$ cat config.mk
export PLATFORM = sky130hd
export DESIGN_NAME = fft_peak_detect
export DESIGN_NICKNAME = d
export VERILOG_FILES = /design/src/rtl/fft_pkg.sv /design/src/rtl/mag_sq_pipe.sv /design/src/rtl/fft_peak_detect.sv
export SDC_FILE = /design/constraint.sdc
export NUM_CORES = 1
export LEC_CHECK = 0
export BUFFER_PORTS_ARGS = -buffer_cell sky130_fd_sc_hd__buf_2
export CORE_UTILIZATION = 64
export CTS_BUF_LIST = sky130_fd_sc_hd__clkbuf_16
export DETAILED_ROUTE_END_ITERATION = 7
export PLACE_DENSITY = 0.82
export SYNTH_ARGS = -nofsm -noshare
export SYNTH_HDL_FRONTEND = slang
export SYNTH_SLANG_ARGS = --single-unit
$ cat constraint.sdc
create_clock -name sys_clk -period 6.7 [get_ports sys_clk]
set_clock_uncertainty 0.05 [all_clocks]
set_input_delay 1.005 -clock sys_clk [delete_from_list [all_inputs] [get_ports sys_clk]]
set_output_delay 1.005 -clock sys_clk [all_outputs]
set_load 0.01 [all_outputs]
$ cat src/rtl/fft_pkg.sv
// Shared constants and types for the FFT peak detector.
// Default geometry: 12-bit signed bins, 4096-point frames, DC bin rejected.
package fft_pkg;

  localparam int DEF_DW      = 12;
  localparam int DEF_AW      = 12;
  localparam int DEF_NPTS    = 2 ** DEF_AW;
  localparam int DEF_SKIP_LO = 1;
  localparam int DEF_MAG_W   = 2 * DEF_DW + 1;

  typedef enum logic [1:0] {
    IDLE   = 2'd0,
    ACC    = 2'd1,
    FLUSH  = 2'd2,
    REPORT = 2'd3
  } fft_state_t;

endpackage

$ cat src/rtl/mag_sq_pipe.sv
// Two-stage magnitude-squared pipe: stage A squares re and im, stage B sums
// them into an unsigned 2*DW+1 result. The valid bit and bin index travel
// alongside, so the block also serves the RAM-readback magnitude path.
module mag_sq_pipe
  import fft_pkg::*;
#(
  parameter int DW = DEF_DW,
  parameter int AW = DEF_AW
) (
  input  logic                 sys_clk,
  input  logic                 sys_rst,
  input  logic                 in_valid,
  input  logic signed [DW-1:0] in_re,
  input  logic signed [DW-1:0] in_im,
  input  logic [AW-1:0]        in_idx,
  output logic                 out_valid,
  output logic [2*DW:0]        out_mag,
  output logic [AW-1:0]        out_idx
);

  logic signed [2*DW-1:0] re_x;
  logic signed [2*DW-1:0] im_x;
  logic signed [2*DW-1:0] p_re;
  logic signed [2*DW-1:0] p_im;
  logic                   a_valid;
  logic [AW-1:0]          a_idx;

  // Sign-extend before multiplying so the product is computed at full width.
  assign re_x = {{DW{in_re[DW-1]}}, in_re};
  assign im_x = {{DW{in_im[DW-1]}}, in_im};

  // Stage A: squares of real and imaginary parts.
  always_ff @(posedge sys_clk or negedge sys_rst) begin
    if (!sys_rst) begin
      a_valid <= 1'b0;
      a_idx   <= '0;
      p_re    <= '0;
      p_im    <= '0;
    end else begin
      a_valid <= in_valid;
      a_idx   <= in_idx;
      p_re    <= re_x * re_x;
      p_im    <= im_x * im_x;
    end
  end

  // Stage B: squares are non-negative, so an unsigned add with one extra bit
  // holds the worst case (-2^(DW-1))^2 * 2 without overflow.
  always_ff @(posedge sys_clk or negedge sys_rst) begin
    if (!sys_rst) begin
      out_valid <= 1'b0;
      out_idx   <= '0;
      out_mag   <= '0;
    end else begin
      out_valid <= a_valid;
      out_idx   <= a_idx;
      out_mag   <= {1'b0, p_re} + {1'b0, p_im};
    end
  end

endmodule

$ cat src/rtl/fft_peak_detect.sv
// Per-frame spectral peak detector sitting on the FFT source interface.
// Computes |X[k]|^2 per bin, tracks the maximum over bins SKIP_LO..NPTS/2-1
// and reports bin index and magnitude-squared after each well-formed frame.
// Optional build macro FFT_PEAK_THRESH_EN adds mag_thresh/no_peak: a peak
// below threshold is reported as no_peak instead of peak_valid.
//
//   state  | meaning
//   -------+---------------------------------------------------------------
//   IDLE   | ready, waiting for a beat with in_sop
//   ACC    | accepting bins, counting index, checking frame shape
//   FLUSH  | not ready, 3 cycles for the magnitude/compare pipe to drain
//   REPORT | publish the running maximum, then back to IDLE
module fft_peak_detect
  import fft_pkg::*;
#(
  parameter int DW      = DEF_DW,
  parameter int AW      = DEF_AW,
  parameter int SKIP_LO = DEF_SKIP_LO
) (
  input  logic                 sys_clk,
  input  logic                 sys_rst,
  input  logic                 in_valid,
  input  logic                 in_sop,
  input  logic                 in_eop,
  input  logic signed [DW-1:0] in_re,
  input  logic signed [DW-1:0] in_im,
  output logic                 in_ready,
  output logic                 peak_valid,
  output logic [AW-1:0]        peak_bin,
  output logic [2*DW:0]        peak_mag,
  output logic                 frame_err,
`ifdef FFT_PEAK_THRESH_EN
  input  logic [2*DW:0]        mag_thresh,
  output logic                 no_peak,
`endif
  output logic                 busy
);

  localparam int             NPTS     = 2 ** AW;
  localparam int             MAG_W    = 2 * DW + 1;
  localparam logic [AW-1:0]  LAST_IDX = '1;
  localparam logic [AW-1:0]  LO_IDX   = AW'(SKIP_LO);
  localparam logic [AW-1:0]  HI_IDX   = AW'(NPTS / 2 - 1);

  fft_state_t          state;
  logic [AW-1:0]       cnt;
  logic [1:0]          flush_cnt;
  logic                beat;
  logic [AW-1:0]       beat_idx;

  logic                s1_valid;
  logic                s1_sop;
  logic signed [DW-1:0] s1_re;
  logic signed [DW-1:0] s1_im;
  logic [AW-1:0]       s1_idx;
  logic                sop_a;
  logic                sop_b;

  logic                m_valid;
  logic [MAG_W-1:0]    m_mag;
  logic [AW-1:0]       m_idx;
  logic                considered;

  logic                max_vld;
  logic [MAG_W-1:0]    max_mag;
  logic [AW-1:0]       max_idx;

  assign beat     = in_valid && in_ready;
  // A sop always restarts indexing; otherwise the beat follows the last one.
  assign beat_idx = (in_sop || state != ACC) ? '0 : cnt + 1'b1;

  // Frame sequencing, shape checking and result publication.
  always_ff @(posedge sys_clk or negedge sys_rst) begin
    if (!sys_rst) begin
      state      <= IDLE;
      cnt        <= '0;
      flush_cnt  <= '0;
      in_ready   <= 1'b0;
      busy       <= 1'b0;
      peak_valid <= 1'b0;
      peak_bin   <= '0;
      peak_mag   <= '0;
      frame_err  <= 1'b0;
`ifdef FFT_PEAK_THRESH_EN
      no_peak    <= 1'b0;
`endif
    end else begin
      peak_valid <= 1'b0;
      frame_err  <= 1'b0;
`ifdef FFT_PEAK_THRESH_EN
      no_peak    <= 1'b0;
`endif
      case (state)
        IDLE: begin
          in_ready <= 1'b1;
          busy     <= 1'b0;
          if (beat && in_sop) begin
            cnt <= '0;
            if (in_eop) begin
              // single-beat frame is malformed
              frame_err <= 1'b1;
            end else begin
              state <= ACC;
              busy  <= 1'b1;
            end
          end
        end
        ACC: begin
          if (beat) begin
            cnt <= beat_idx;
            if (in_sop) begin
              frame_err <= 1'b1;
              if (in_eop) begin
                state <= IDLE;
                busy  <= 1'b0;
              end
            end else if (in_eop && beat_idx == LAST_IDX) begin
              state     <= FLUSH;
              in_ready  <= 1'b0;
              flush_cnt <= 2'd2;
            end else if (in_eop || beat_idx == LAST_IDX) begin
              frame_err <= 1'b1;
              state     <= IDLE;
              busy      <= 1'b0;
            end
          end
        end
        FLUSH: begin
          in_ready <= 1'b0;
          if (flush_cnt == 2'd0) begin
            state <= REPORT;
            busy  <= 1'b0;
          end else begin
            flush_cnt <= flush_cnt - 1'b1;
          end
        end
        REPORT: begin
`ifdef FFT_PEAK_THRESH_EN
          if (max_mag < mag_thresh) begin
            no_peak <= 1'b1;
          end else begin
            peak_valid <= 1'b1;
            peak_bin   <= max_idx;
            peak_mag   <= max_mag;
          end
`else
          peak_valid <= 1'b1;
          peak_bin   <= max_idx;
          peak_mag   <= max_mag;
`endif
          state    <= IDLE;
          in_ready <= 1'b1;
        end
        default: begin
          state    <= IDLE;
          in_ready <= 1'b0;
          busy     <= 1'b0;
        end
      endcase
    end
  end

  // S1: capture accepted beats that belong to a frame; stray IDLE beats drop.
  always_ff @(posedge sys_clk or negedge sys_rst) begin
    if (!sys_rst) begin
      s1_valid <= 1'b0;
      s1_sop   <= 1'b0;
      s1_re    <= '0;
      s1_im    <= '0;
      s1_idx   <= '0;
    end else begin
      s1_valid <= beat && (state == ACC || in_sop);
      s1_sop   <= in_sop;
      s1_re    <= in_re;
      s1_im    <= in_im;
      s1_idx   <= beat_idx;
    end
  end

  // Carry the sop marker beside the magnitude pipe so the running max clears
  // exactly when the new frame's first bin arrives, after old bins drain.
  always_ff @(posedge sys_clk or negedge sys_rst) begin
    if (!sys_rst) begin
      sop_a <= 1'b0;
      sop_b <= 1'b0;
    end else begin
      sop_a <= s1_valid && s1_sop;
      sop_b <= sop_a;
    end
  end

  mag_sq_pipe #(
    .DW (DW),
    .AW (AW)
  ) u_mag_sq_pipe (
    .sys_clk   (sys_clk),
    .sys_rst   (sys_rst),
    .in_valid  (s1_valid),
    .in_re     (s1_re),
    .in_im     (s1_im),
    .in_idx    (s1_idx),
    .out_valid (m_valid),
    .out_mag   (m_mag),
    .out_idx   (m_idx)
  );

  assign considered = m_valid && (m_idx >= LO_IDX) && (m_idx <= HI_IDX);

  // S3 compare: strict greater-than so ties keep the lower bin; the first
  // considered bin of a frame always loads, even at zero magnitude.
  always_ff @(posedge sys_clk or negedge sys_rst) begin
    if (!sys_rst) begin
      max_vld <= 1'b0;
      max_mag <= '0;
      max_idx <= '0;
    end else if (m_valid && sop_b) begin
      max_vld <= considered;
      max_mag <= considered ? m_mag : '0;
      max_idx <= considered ? m_idx : '0;
    end else if (considered && (!max_vld || m_mag > max_mag)) begin
      max_vld <= 1'b1;
      max_mag <= m_mag;
      max_idx <= m_idx;
    end
  end

endmodule

==> metrics list, run 1 <==
- Setup slack on the worst reg-to-reg path comes out at 0.65 ns.
- I/O pin count: 70
* # resized after CTS: 0
- Multiplexer share of the synthesized area: 3.15%
- The congestion estimate from routability-driven global placement came to 0.864.
- Synth Cell Area: 0.0188 mm²
* Register area: 0.00581 mm²
- Max-cap violations in this run came to 0.
* Post-CTS repair timing setup buffer count: 0
- The multi-input combinational cells in the finished layout cover a total of 0.0113 mm².
* Clock buffer count from CTS: 26
- Synthesis produced a netlist whose cell count is 1745.
- The die is 173 µm wide.
- In the synthesized netlist the dominant register cell turns out to be dfrtp_1.
- The first global-routing pass estimated 61.6 mm of wire.
- The worst-case IR drop observed on VDD is 0.427 mV.
* Fraction of the mapped netlist area in compound gates: 6.85%
* Global Route met2 Usage: 45.4%
* Maximum fanout along the worst path: 11
- The later pin in the worst-skew pair is clocked with a latency of 0.53 ns.
- Number of remaining DRC errors: 0
- Outcome: completed
* Sum of overflow across all layers after global routing: 0
* ANT nets after route: 0
- Type of the tightest min-delay check: reg2reg
* Worst-Margin Slew: 1.05 ns
- For this design the static power due to leakage is 10.7 nW.
* Mapped Nets: 2187
* Xor and xnor area share after synthesis: 3.63%
* Most heavily used metal layer in global routing: met2
- Placeable Area: 0.0288 mm²
* Worst EP required: 7.06 ns
- Counting I/O delays and the setup requirement, the final critical path takes 6.05 ns.
- After clock tree synthesis, the clock-pin slew on the worst setup and hold paths is 0.06 ns.
- Detailed Routing Iterations Pass 1: 5
- CTS root buf: clkbuf_16
- Die area: 0.0301 mm²
- The netlist uses 57 different library cells.
* Unrepaired setup endpoints after global routing: false
* Number of global-route vias before repair: 13100
- In the final routed layout, each cell accounts on average for 15.8 µm.
- Layout area overhead: 8.15%
- Most common library cell in the layout ignoring fill and taps: inv_1
- Counting flops and latches in the post-synthesis netlist gives 232.
* Clk buf depth: 3
- Layout Nets: 2249
- Via-per-instance ratio: 5.38
* Number of buffers added on ports: 69
- Worst setup SP type: flip-flop
- The number of hold violations in the final report is 0.
* Total setup violations reported at the end of the flow: 0
- In the final layout, the share of cells above drive strength 1 is 9.80%.
- In the global route stage, overall resource usage came out at 25.2%.
* Initial antenna violation count: 0
- Yosys mapped a number of flops with a built-in enable equal to 0.
- Yosys printed 0 warnings.
* # diodes: 0
* Initial standard-cell utilization of the core: 65.3%
- CTS built an H-tree with a depth of 1.
- Max-slew violation count: 0
* Final period util: 90.3%
- For this design, the sink count on the clock tree is 232.
* TNS Setup: 0 ns
- The floorplan has 62 rows.
- A synthesized cell averages 10.8 µm².
* Share of flip-flops with an asynchronous set or reset after synthesis: 100%
- In this run, post-CTS hold repair placed 0 buffers.
- For this run, global-route usage on met3 was measured as 2.83%.
* Worst setup EP type: flip-flop
- The synthesized netlist devotes 8.78% of its cell area to simple gates.
- After synthesis, the largest family of logic cells by area is adder cells.
- In this run the power density over the cells is 511 mW/mm².
- Critical path data arrival time: 6.41 ns
- Met1 layer usage reported by global route: 32.3%
- Summed over all layers, the routed wires come to 34.9 mm.
- Iteration-0 DRC Markers: 667
- Of the total synthesized cell area, the portion taken by full adders, half adders and majority gates is 37.4%.
* Maximum clock rate: 165 MHz
- The layout has 2016 filler cells.
* Worst Setup Slack post-DPL: 0.681 ns
- Most used cells in the layout excluding fill and tap cells: inv_1, fa_1, dfrtp_1
- Vertical extent of the die: 173 µm
* Largest net degree at the start of global routing: 82
- Worst-case headroom to the max-slew limit: 30.0%
- Across all setup checks in the final design, the least slack found is 0.648 ns.
* Half-perimeter wire length after detailed placement: 27.7 mm
- Portion of the post-synthesis area used by sequential elements: 30.9%
- CTS tree: done
- The routed layout has 11900 vias.
- The critical path in this run is classified as reg2reg.
## per-stage QoR
stage          util (%)  instances  hold slack [ns]  total power, mW  area [µm²]
3_5_place_dp       67.8       2163            0.285             9.00       19500
5_1_grt            70.6       2210            0.303             11.5       20300
3_3_place_gp       67.8       2163            0.281             8.70       19500
4_1_cts            70.6       2210            0.296             10.5       20300
2_1_floorplan         -       1745            0.281             7.54       18800
6_report           70.6       2210            0.292             10.4       20300
## cell families after synthesis
family | Yosys count
AO/OA/AOI/OAI | 182
multiplexers | 53
flip-flops | 232
AND/OR/NAND/NOR | 330
buffers and inverters | 457
adder cells (fa/ha/maj) | 413
XOR/XNOR | 78
## worst max-delay path, cell delays in order (launching register included)
cell and delay [ns]:
dfrtp_1 0.56, inv_1 0.16, nor2_1 0.22, inv_1 0.08
fa_1 0.49, inv_1 0.07, fa_1 0.54, inv_1 0.05
fa_1 0.47, inv_1 0.05, fa_1 0.47, inv_1 0.05
fa_1 0.47, inv_1 0.04, ha_1 0.35, a21oi_1 0.30
o211ai_1 0.16, a31oi_1 0.32, a21oi_1 0.15, and4_1 0.26
a2111oi_4 0.36, a21oi_1 0.13, xor2_1 0.16
## Yosys cell counts (2+ instances only)
| master | instances | share of area, % |
|---|---|---|
| buf_2 | 3 | 0.080 |
| and4_1 | 4 | 0.19 |
| nor2_1 | 75 | 1.5 |
| a22o_1 | 35 | 1.6 |
| a21o_1 | 24 | 0.96 |
| nand2b_1 | 15 | 0.50 |
| dfrtp_1 | 232 | 31 |
| xnor2_1 | 59 | 2.7 |
| fa_1 | 248 | 26 |
| o31ai_1 | 5 | 0.20 |
| nand2_1 | 83 | 1.7 |
| a31o_2 | 3 | 0.14 |
| or2_2 | 5 | 0.17 |
| or3_1 | 7 | 0.23 |
| o22ai_1 | 2 | 0.067 |
| nand3_1 | 17 | 0.45 |
| buf_6 | 4 | 0.24 |
| o21a_1 | 3 | 0.12 |
| clkbuf_1 | 31 | 0.62 |
| nor2b_1 | 11 | 0.37 |
| a31oi_1 | 4 | 0.13 |
| inv_2 | 2 | 0.040 |
| o21bai_1 | 6 | 0.24 |
| a21oi_1 | 49 | 1.3 |
| nor3_1 | 15 | 0.40 |
| xor2_1 | 19 | 0.89 |
| o21ai_0 | 21 | 0.56 |
| nor4_1 | 3 | 0.10 |
| ha_1 | 165 | 11 |
| o41ai_1 | 2 | 0.093 |
| o211ai_1 | 5 | 0.20 |
| o21ai_1 | 4 | 0.11 |
| a211oi_1 | 6 | 0.24 |
| and3_1 | 6 | 0.20 |
| mux2_2 | 49 | 2.9 |
| and2_1 | 75 | 2.5 |
| nand4_1 | 10 | 0.33 |
| inv_1 | 416 | 8.3 |
| mux2i_1 | 4 | 0.21 |
## metal layers
layer / up-vias / wire, µm
li1: 5547 / -
met3: 72 / 1230
met4: 0 / 952
met1: 6048 / 14300
met5: - / 0
met2: 230 / 18400
## report_power, final
part	internal [mW]	switching (mW)	total, mW	leakage, nW
Clock	0.781	0.588	1.37	0.412
Sequential	1.85	0.251	2.10	2.97
Combinational	3.12	3.80	6.92	7.34
Total	5.75	4.64	10.4	10.7
## path summary, 6_finish.rpt
check / startpoint / to / cells after the start
max: s1_re[8] / u_mag_sq_pipe.p_re[22] / 22
min in group asynchronous: sys_rst / s1_im[8] / 1
max in group asynchronous: sys_rst / u_mag_sq_pipe.p_re[6] / 2
min reg2reg: sop_a / sop_b / 0
min: sop_a / sop_b / 0
max reg2reg: s1_re[8] / u_mag_sq_pipe.p_re[22] / 22
## area by class of cell
type,count,area share [%]
clock inverter,20,0.757
sequential,232,28.6
timing repair buffer,73,1.90
tap,384,2.36
inverter,418,7.72
clock buffer,27,3.32
multi-input combinational,1056,55.4
## sequential cells by signal, indices dropped and copies added, names as in the netlist, 2 cells and up
register / flops
max_mag: 25
peak_mag: 25
u_mag_sq_pipe.out_mag: 25
u_mag_sq_pipe.p_im: 23
u_mag_sq_pipe.p_re: 23
cnt: 12
max_idx: 12
peak_bin: 12
s1_idx: 12
s1_im: 12
s1_re: 12
u_mag_sq_pipe.a_idx: 12
u_mag_sq_pipe.out_idx: 12
flush_cnt: 2
state: 2
No activity file was read; power rests on OpenSTA's default activity.
==> run 2: changes to the inputs <==
--- a/config.mk
+++ b/config.mk
@@ -10,6 +10,7 @@
 export CTS_BUF_LIST = sky130_fd_sc_hd__clkbuf_16
 export DETAILED_ROUTE_END_ITERATION = 7
 export PLACE_DENSITY = 0.82
+export REMOVE_ABC_BUFFERS = 1
 export SYNTH_ARGS = -nofsm -noshare
 export SYNTH_HDL_FRONTEND = slang
 export SYNTH_SLANG_ARGS = --single-unit
==> metrics list, run 2 (same netlist as run 1, synthesis figures left out) <==
- Outcome: completed (unchanged)
- The remaining design rule violation count came to 0 (unchanged).
- The number of clock sinks is 232 (unchanged).
* Placer's final routability congestion estimate: 0.884 (was 0.864)
* Most Frequent Cell on Critical Path: inv_1 (unchanged)
- Total setup violations reported at the end of the flow: 0 (unchanged)
- GRT Overall Usage: 25.3% (was 25.2%)
- The detailed-routing iteration count for the pre-antenna-repair pass came to 5 (unchanged).
- The max-capacitance violation count is 0 (unchanged).
- The slack of the worst reg-to-reg path is 0.67 ns (was 0.65 ns).
- The sort of element at the start of the critical path is a flip-flop (unchanged).
* Placed Instance Area: 0.0195 mm² (unchanged)
- The number of instances resized during post-cts repair is 0 (unchanged).
* Number of buffers added on ports: 69 (unchanged)
- Half-perimeter wire length after detailed placement: 27.7 mm (about the same)
- The top-level I/O count was 70 (unchanged).
- Vertical extent of the die: 173 µm (unchanged)
- The number of levels in the clock H-tree was 1 (unchanged).
- The residual antenna-violating net count after detailed routing was 0 (unchanged).
- Total via count after detailed routing: 12000 (was 11900)
* Final Instance Area: 0.0204 mm² (was 0.0203 mm²)
- The full die area came to 0.0301 mm² (unchanged).
- Routed Wire Length: 34.9 mm (about the same)
* Max VDD drop: 0.428 mV (was 0.427 mV)
- Maximum fanout along the worst path: 12 (was 11)
- Critical path data arrival time: 6.38 ns (was 6.41 ns)
- Post-CTS repair timing setup buffer count: 0 (unchanged)
- The clock edge transition at the registers on the reported setup and hold paths was 0.06 ns (about the same).
- Largest registers: max_mag (25), peak_mag (25), u_mag_sq_pipe.out_mag (25) (unchanged)
- Critical Path Stages: 22 (unchanged)
- The proportion of layout cells with a drive suffix above 1 came to 9.71% (was 9.80%).
- The initial DRC count came to 721 (was 667).
* Row count: 62 (unchanged)
- Chip Width: 173 µm (unchanged)
- Layout Utilization: 70.8% (was 70.6%)
- The clock latency at the later pin of the worst-skew pair is 0.52 ns (was 0.53 ns).
- The number of fill cells is 1972 (was 2016).
* CTS Hold Buffers Added: 0 (unchanged)
- The total number of nets in the final design is 2248 (was 2249).
- CTS tree: done (unchanged)
* Hold Path Stages: 0 (unchanged)
- Clk buf depth: 3 (unchanged)
- Min Clock Period, post-route: 6.03 ns (was 6.05 ns)
- Via-per-instance ratio: 5.45 (was 5.38)
- The switching fraction of total power came to 44.2% (was 44.7%).
* Kind of cell adding the most delay to the critical path: adder cells (unchanged)
- Worst setup EP type: flip-flop (unchanged)
- Placeable Area: 0.0288 mm² (unchanged)
- The CTS root buffer is clkbuf_16 (unchanged).
- Maximum clock rate: 166 MHz (was 165 MHz)
* Layout area overhead: 8.43% (was 8.15%)
- Drt wl/cell: 15.8 µm (about the same)
- The antenna cell count is 0 (unchanged).
- Type of the tightest min-delay check: reg2reg (unchanged)
- The worst max-slew margin expressed relative to the limit was 31.7% (was 30.0%).
* Bufs and invs on worst path: 7 (unchanged)
- Final period util: 90.0% (was 90.3%)
- Max-slew violation count: 0 (unchanged)
* Slowest library cell on the worst path: dfrtp_1 (unchanged)
- The initial antenna violation count is 0 (unchanged).
* Startpoint of the worst hold path: u_mag_sq_pipe.a_idx[11] (was sop_a)
* Endpoint of the worst-slack reg-to-reg timing path: u_mag_sq_pipe.p_re[22] (unchanged)
* Number of global-route vias before repair: 13300 (was 13100)
- The most common cell after layout, fill and taps aside is inv_1 (unchanged).
- The classification of the worst setup path is reg2reg (unchanged).
- Power density cells: 517 mW/mm² (was 511 mW/mm²)
* Most used cells in the layout excluding fill and tap cells: inv_1, fa_1, dfrtp_1 (unchanged)
- Part of the total power dissipated in the clock network: 13.9% (was 13.2%)
- The worst-case reg-to-reg path depth was 22 (unchanged).
- Sum of overflow across all layers after global routing: 0 (unchanged)
- The number of hold violations in the final report was 0 (unchanged).
- Largest net degree at the start of global routing: 99 (was 82)
- Worst-Margin Slew: 1.02 ns (was 1.05 ns)
* Clock buffer count from CTS: 25 (was 26)
- TNS Setup: 0 ns (unchanged)
- Unrepaired setup endpoints after global routing: false (unchanged)
- Critical Path Max Stage Delay: 0.56 ns (about the same)
- The worst hold path endpoint was u_mag_sq_pipe.out_idx[11] (was sop_b).
- Worst EP required: 7.05 ns (was 7.06 ns)
- The effective utilization at floorplan is 65.3% (unchanged).
* Total net switching power: 4.66 mW (was 4.64 mW)
- The worst flop-to-flop path startpoint is s1_re[4] (was s1_re[8]).
- The internal power was 5.89 mW (was 5.75 mW).
* Total leakage power: 10.7 nW (about the same)
* Comb power frac: 66.1% (was 66.6%)
- Cell breakdown of the critical path: inv_1 > nor2_1 > inv_1 > fa_1 > inv_1 > fa_1 > inv_1 > fa_1 > inv_1 > fa_1 > inv_1 > fa_1 > inv_1 > ha_1 > a21oi_1 > o211ai_1 > a31oi_1 > a21oi_1 > and4_1 > a2111oi_4 > a21oi_1 > xor2_1 (unchanged).
- Portion of total power attributed to sequential cells: 20.0% (was 20.2%)
- The global-route wire length before repair came to 61.9 mm (was 61.6 mm).
-- run 2: changes by cell type in the layout (fill, tap and decap cells not counted), sizes merged --
cell,change
clkbuf,-2
bufinv,+5
inv,-5
clkinvlp,+1
clkinv,-2
-- run 2: per-layer routing --
| layer | wire length, µm | up-vias | GRT usage (%) | share of wire (%) |
|---|---|---|---|---|
| met5 | 0 | - | 0 | 0 |
| met4 | 815 | 0 | 6.45 | 2.3 |
| met3 | 1230 | 64 | 2.35 | 3.5 |
| met2 | 18900 | 260 | 46.7 | 54 |
| met1 | 13900 | 6156 | 32.1 | 40 |
| li1 | - | 5545 | - | - |
-- run 2: final cells by class --
type | count | area (µm²) | share of cell area (%)
Sequential cell | 232 | 5810 | 28.5
Clock buffer | 25 | 626 | 3.07
Tap cell | 384 | 480 | 2.36
Timing Repair Buffer | 73 | 385 | 1.89
Inverter | 418 | 1570 | 7.70
Multi-Input combinational cell | 1056 | 11300 | 55.2
Clock inverter | 19 | 256 | 1.26
-- run 2: through the flow --
step           setup slack [ns]  hold WS (ns)  total power, mW  cells
6_report                  0.671         0.296             10.5   2207
3_5_place_dp              0.738         0.285             9.06   2163
4_1_cts                   0.700         0.296             10.6   2207
5_1_grt                   0.352         0.302             11.7   2207
3_3_place_gp              0.905         0.282             8.70   2163
2_1_floorplan              1.23         0.281             7.53   1706
-- run 2: how the worst max path moves through the flow --
stage,startpoint,end
global placement,s1_re[8],u_mag_sq_pipe.p_re[22]
CTS,s1_re[8],u_mag_sq_pipe.p_re[22]
global route,s1_re[8],u_mag_sq_pipe.p_re[22]
detailed placement,s1_re[8],u_mag_sq_pipe.p_re[22]
floorplan,s1_re[8],u_mag_sq_pipe.p_re[22]
finish,s1_re[4],u_mag_sq_pipe.p_re[22]
-- run 2: worst reg2reg max path, delay by kind of cell, from the launching register on --
kind,cells,cell delay [ns]
simple gates,2,0.44
compound gates,6,1.41
fa+ha+maj,6,2.82
xor+xnor,1,0.16
buf+inv,7,0.48
flops,1,0.56
-- run 2: power by group through the flow --
stage / sequential, mW / combinational (mW) / clock (mW)
2_1_floorplan: 2.01 / 5.52 / 0
3_3_place_gp: 2.10 / 6.60 / 0
3_5_place_dp: 2.12 / 6.94 / 0
4_1_cts: 2.10 / 7.02 / 1.49
5_1_grt: 2.13 / 7.98 / 1.56
6_report: 2.10 / 6.97 / 1.47
